### src/rtl/long_divider.sv
// rtl/long_divider.sv - sequential unsigned restoring divider, one quotient bit per clock.
// Optional DIV_BY_ZERO_FLAG_EN adds a DivByZero flag and a one-cycle zero-divisor shortcut.
module long_divider #(
  parameter int N = 8
) (
  input  logic         Clock,
  input  logic         Resetn,
  input  logic         s,
  input  logic         LA,
  input  logic         EB,
  input  logic [N-1:0] DataA,
  input  logic [N-1:0] DataB,
  output logic [N-1:0] R,
  output logic [N-1:0] Q,
`ifdef DIV_BY_ZERO_FLAG_EN
  output logic         DivByZero,
`endif
  output logic         Done
);

  localparam int CW = (N > 2) ? $clog2(N) : 1;

  typedef enum logic [1:0] {
    IDLE = 2'd0,
    BUSY = 2'd1,
    DONE = 2'd2
  } state_t;

  state_t         state;
  state_t         state_next;
  logic [N-1:0]   a;
  logic [N-1:0]   b;
  logic [N-1:0]   r;
  logic [CW-1:0]  cnt;
  logic [N:0]     p;
  logic [N:0]     diff;
  logic           ge;
  logic [N-1:0]   a_eff;
  logic [N-1:0]   b_eff;
  logic           zero_div;

  // Operand values as they will be after this edge's loads; the start cycle uses them.
  assign a_eff = LA ? DataA : a;
  assign b_eff = EB ? DataB : b;

`ifdef DIV_BY_ZERO_FLAG_EN
  assign zero_div = (b_eff == '0);
`else
  assign zero_div = 1'b0;
`endif

  assign p    = {r, a[N-1]};
  assign diff = p - {1'b0, b};
  assign ge   = (p >= {1'b0, b});

  always_ff @(posedge Clock or posedge Resetn) begin
    if (Resetn) begin
      state <= IDLE;
    end else begin
      state <= state_next;
    end
  end

  always_comb begin
    state_next = state;
    case (state)
      IDLE: begin
        if (s) begin
          state_next = zero_div ? DONE : BUSY;
        end
      end
      BUSY: begin
        if (cnt == '0) begin
          state_next = DONE;
        end
      end
      DONE: begin
        if (!s) begin
          state_next = IDLE;
        end
      end
      default: state_next = IDLE;
    endcase
  end

  always_ff @(posedge Clock or posedge Resetn) begin
    if (Resetn) begin
      a   <= '0;
      b   <= '0;
      r   <= '0;
      cnt <= '0;
`ifdef DIV_BY_ZERO_FLAG_EN
      DivByZero <= 1'b0;
`endif
    end else begin
      case (state)
        IDLE: begin
          if (LA) begin
            a <= DataA;
          end
          if (EB) begin
            b <= DataB;
          end
          if (s) begin
            r   <= '0;
            cnt <= CW'(N - 1);
`ifdef DIV_BY_ZERO_FLAG_EN
            DivByZero <= zero_div;
            // Shortcut produces the same Q/R the full iteration would give for B=0.
            if (zero_div) begin
              a <= '1;
              r <= a_eff;
            end
`endif
          end
        end
        BUSY: begin
          r   <= ge ? diff[N-1:0] : p[N-1:0];
          a   <= {a[N-2:0], ge};
          cnt <= cnt - 1'b1;
        end
        default: ;
      endcase
    end
  end

  assign Q    = a;
  assign R    = r;
  assign Done = (state == DONE);

endmodule

### config.mk
export PLATFORM = sky130hd
export DESIGN_NAME = long_divider
export DESIGN_NICKNAME = d
export VERILOG_FILES = /design/src/rtl/long_divider.sv
export SDC_FILE = /design/constraint.sdc
export NUM_CORES = 1
export LEC_CHECK = 0
export ABC_CLOCK_PERIOD_IN_PS = 5600
export BUFFER_PORTS_ARGS = -buffer_cell sky130_fd_sc_hd__buf_2
export CAP_MARGIN = 20
export CORE_MARGIN = 1
export CORE_UTILIZATION = 58
export CTS_CLUSTER_SIZE = 10
export DETAILED_ROUTE_END_ITERATION = 7
export PLACE_DENSITY = 0.84
export SLEW_MARGIN = 40
export SYNTH_ARGS = -nofsm -noshare
export SYNTH_HDL_FRONTEND = slang
export SYNTH_SLANG_ARGS = --single-unit
### constraint.sdc
create_clock -name Clock -period 5.6 [get_ports Clock]
set_input_delay 0.56 -clock Clock [delete_from_list [all_inputs] [get_ports Clock]]
set_output_delay 0.56 -clock Clock [all_outputs]
set_load 0.02 [all_outputs]
After elaboration in Yosys (flattened, before gate mapping)
Cells that the tools add are included.
{"block": "word_totals", "register_bits": 29, "input_bits": 21, "output_inout_bits": 17, "wordCells": 32}
{"block": "classes", "n_addsub": 2, "order_cmp": 1, "n_eq_ne": 6, "mux": 11, "n_reduce_logical": 7}
{"operator": "8-bit case mux with 2 select lines", "count": 2}
{"operator": "8-bit two-way mux", "count": 3}
{"operator": "9-bit by 8-bit >= comparator with 1-bit output", "count": 1}
{"operator": "2-bit != test (second input constant)", "count": 4}
{"operator": "8-bit subtractor", "count": 1}
{"operator": "2-bit two-way mux", "count": 3}
{"operator": "2-bit case mux with 3 select lines", "count": 1}
{"operator": "3-bit case mux with 2 select lines", "count": 1}
{"operator": "2-bit AND reduction", "count": 3}
{"operator": "3-bit zero test", "count": 1}
{"operator": "3-bit two-way mux", "count": 1}
{"operator": "3-bit AND reduction", "count": 1}
{"operator": "3-bit by 1-bit subtractor with 3-bit output (second input constant)", "count": 1}
{"operator": "2-bit by 1-bit equality test with 1-bit output (second input constant)", "count": 1}
{"operator": "2-bit equality test (second input constant)", "count": 1}
{"operator": "2-bit zero test", "count": 1}
{"operator": "2-bit nonzero test", "count": 1}

Logic depth before layout (Yosys ltp)
{"block": "logic_depth", "depth_word": 3, "mapped_depth": 9, "ltp_nobuf": 8}

Least setup slack after synthesis
OpenSTA, ideal clock, no wires.
{"block": "synth_timing", "path_type": "reg-to-reg", "startpoint": "register a[7] (netlist: Q[7])", "endpoint": "register r[6] (netlist: R[6])", "t_arrival_ps": 2059, "t_required_ps": 5508, "slack_ps": 3449, "stages_incl_launch_ff": 9, "n_path_buf": 0, "period_less_slack_ps": 2151, "path_cell_list": "dfrtp_1 > inv_1 > ha_1 > fa_1 > or2b_1 > a21oi_1 > mux2i_1 > and4b_1 > o31ai_2"}
{"block": "synth_between", "elab_chain_cells": 3, "word_cells_on_any_way": 4, "classes_between": "1 x add/sub; 1 x order compare; 2 x mux"}
{"element": "start, declared", "line": "31", "source": "logic [N-1:0] a;"}
{"element": "start signal, assigned", "line": "99", "source": "a <= DataA;"}
{"element": "start signal, assigned", "line": "119", "source": "a <= {a[N-2:0], ge};"}
{"element": "8-bit subtractor or 9-bit by 8-bit >= comparator with 1-bit output (tied branches)", "line": "53, 54"}
{"element": "8-bit two-way mux *", "line": "118", "source": "r <= ge ? diff[N-1:0] : p[N-1:0];"}
{"element": "8-bit case mux with 2 select lines *", "line": "96", "source": "case (state)"}
{"element": "end signal, assigned", "line": "118"}
{"element": "end, declared", "line": "33", "source": "logic [N-1:0] r;"}
Every way passes the cells marked *; elsewhere a longest branch is shown, timed or not.
A chain may end at the register's enable or synchronous reset.

Final worst setup path
{"block": "layout_timing", "startpoint": "register r[4] (netlist: R[4])", "endpoint": "register r[5] (netlist: R[5])"}
{"block": "layout_between", "elab_chain_cells": 3, "word_cells_on_any_way": 4, "classes_between": "1 x add/sub; 1 x order compare; 2 x mux"}
{"element": "8-bit subtractor or 9-bit by 8-bit >= comparator with 1-bit output (tied branches)", "line": "53, 54"}
{"element": "8-bit two-way mux *", "line": "118"}
{"element": "8-bit case mux with 2 select lines *", "line": "96"}
Marks and branches as above.

==> metrics <==
slowest stage cell on the critical path o31ai_4; post-route insts no fill 264; Synth Cell Area between 1500 and 2000 µm²; Ports 38; violated checks DRC; Arr. time, crit path 2.52 ns; period utilization 0.414; Iter 0 DRT Violations 96; crit path capture R[5]$_DFFE_PP0P_; Die W around 57 µm; DR vias/cell 5.80; die area 3280 µm²; nature of the critical path endpoint flop; clock tree root driver cell clkbuf_4; IO Port Bufs 37; commonest register cell after synthesis dfrtp_1; Synth Instances 198; final total negative setup slack 0 ns; crit start category flop; Slew @ Worst Pin approximately 0.66 ns; crit path cell chain ha_1, nand3_1, o31ai_4, nor4b_1, o31ai_1; HPWL after DPL 2.77 mm; Synth Area in Compound Gates 0.205; core area approximately 2800 µm²; final wirelength 3.82 mm; RSZ-0062 raised after global routing no; # diodes 0; gp weighted congestion between 0.8 and 0.9; Mapped Avg Cell Area 8.94 µm²; minimum clock period 2.32 ns; fin nets 265; routed len/inst 14.5 µm; CTS tree built; most frequent cells in the layout buf_2 (37), nand2_1 (30), dfrtp_1 (29); Worst-path clk slew 0.09 ns; Detail Route Antenna Nets 0; gr usage total 0.258; std cell rows 19; ys async rst share 1.00; fill cell count between 200 and 250; worst-skew pair later-pin latency 0.32 ns; YS warnings 0; Critical Path Stages 5; Fmax achieved 0.432 GHz; clk_skew 0.00576 ns; placed cells roughly 260; Synth Area in Simple Gates 0.192; area of the multi-input gates 957 µm²; drt pass-1 iters 6; worst-path fanout max 12; Final Hold Vio Count 0; post-synthesis mux area share 0.0403; #FFs+latches synth 29; H-Tree Depth 2; gr ovfl total 0; number of global-route vias before repair 1409; layout cell share with drive strength beyond 1 0.219; EDFF count, synth 0; setup bufs post-CTS 0; largest net degree at the start of global routing 30; status complete, but fails checks; Slew HR 0.562; first-pass GRT wire length around 6.3 mm; TritonCTS sink count 29; RR Startpoint R[4]$_DFFE_PP0P_; share of the yosys chip area belonging to registers 0.410; commonest non-fill, non-tap cell in the layout buf_2; DR DRC count 1; hold-fix buffers at CTS 0; Top delay family on crit path compound AO/OA/AOI/OAI gates; crit-path max cell delay between 0.6 and 0.7 ns; worst-case reg-to-reg path depth 5; Setup crit start R[4]$_DFFE_PP0P_; Starting Density 0.625; Buf+Inv Stages, Crit Path 0; Area Growth Syn to Fin 14.1%; Max Cap Viol 0; Die Y 57.2 µm; synth unique cells 38; initial antenna violation count 0; total CTS buffers 5; Worst Path Required 5.80 ns; via count about 1500; largest family of logic cells by synthesized area compound AO/OA/AOI/OAI gates; Reg area 726 µm²; hold crit path type input port to async pin; final setup fails 0; Adder-Cell Fraction of Synth Area 0.0820; R2R Path End R[5]$_DFFE_PP0P_; Slew Viols, Final 0; Clock Path Buffers 2; post_cts resized 0; FF-to-FF setup slack roughly 3.3 ns; syn nets 230; critical path class flop to flop; post-synthesis xor/xnor area fraction 0.0149
## metrics by stage
step / setup slack (ns) / hold WS [ns] / util / instance area, µm²
after floorplan: 3.45 / 0.461 / - / 1770
after global placement: 3.22 / 0.481 / 0.690 / 1950
after detailed placement: 3.37 / 0.499 / 0.694 / 1960
after CTS: 3.30 / 0.313 / 0.713 / 2020
after global routing: 3.14 / 0.341 / 0.713 / 2020
final: 3.28 / 0.301 / 0.713 / 2020
## cell usage after synthesis, drive strengths merged (3+ instances only)
master | instances | area (µm²)
o31ai | 3 | 32.5
a22o | 3 | 26.3
a31oi | 4 | 25.0
clkbuf | 7 | 26.3
nand2b | 4 | 25.0
a21oi | 14 | 70.1
nor2 | 10 | 37.5
nand2 | 30 | 113
ha | 10 | 125
inv | 15 | 56.3
and3b | 8 | 70.1
dfrtp | 29 | 726
mux2i | 6 | 60.1
o21ai | 23 | 115
nor2b | 5 | 31.3
## state kept, by name, summed over array words and instances, names as in the netlist
| name | cells |
|---|---|
| cnt | 3 |
| Q | 8 |
| state | 2 |
| b | 8 |
| R | 8 |
## metal layers
layer | track usage | vias to the layer above | share of wire
li1 | - | 758 | -
met1 | 0.345 | 714 | 0.45
met2 | 0.413 | 51 | 0.48
met3 | 0.0544 | 7 | 0.051
met4 | 0.105 | 0 | 0.014
met5 | 0 | - | 0
## cells by family after synthesis
group	after synthesis
AOI/OAI and AO/OA	58
and+or+nand+nor	66
xor gates and xnor gates	3
adders and majority gates	11
muxes	7
buffers and inverters	24
DFF	29
## worst min-delay path by stage
stage	start	end	slack, ns	cells past startpoint
floorplan	cnt[0]$_DFFE_PP0P_	cnt[0]$_DFFE_PP0P_	0.46	1
global placement	cnt[0]$_DFFE_PP0P_	cnt[0]$_DFFE_PP0P_	0.48	1
detailed placement	Q[6]$_DFFE_PP0P_	Q[6]$_DFFE_PP0P_	0.50	2
CTS	Resetn	b[0]$_DFFE_PP0P_	0.31	2
global route	Resetn	R[2]$_DFFE_PP0P_	0.34	2
finish	Resetn	R[2]$_DFFE_PP0P_	0.30	2
## cell type report
class                   instances  area share
clock buffers                   7      0.0273
inverters                      15      0.0279
multi-input cells             145       0.474
flip-flops and latches         29       0.360
well taps                      31      0.0192
repair buffers                 37      0.0918
Power is not shown: default switching activity piles up to over one toggle a cycle in this logic, so the estimate is an artifact.
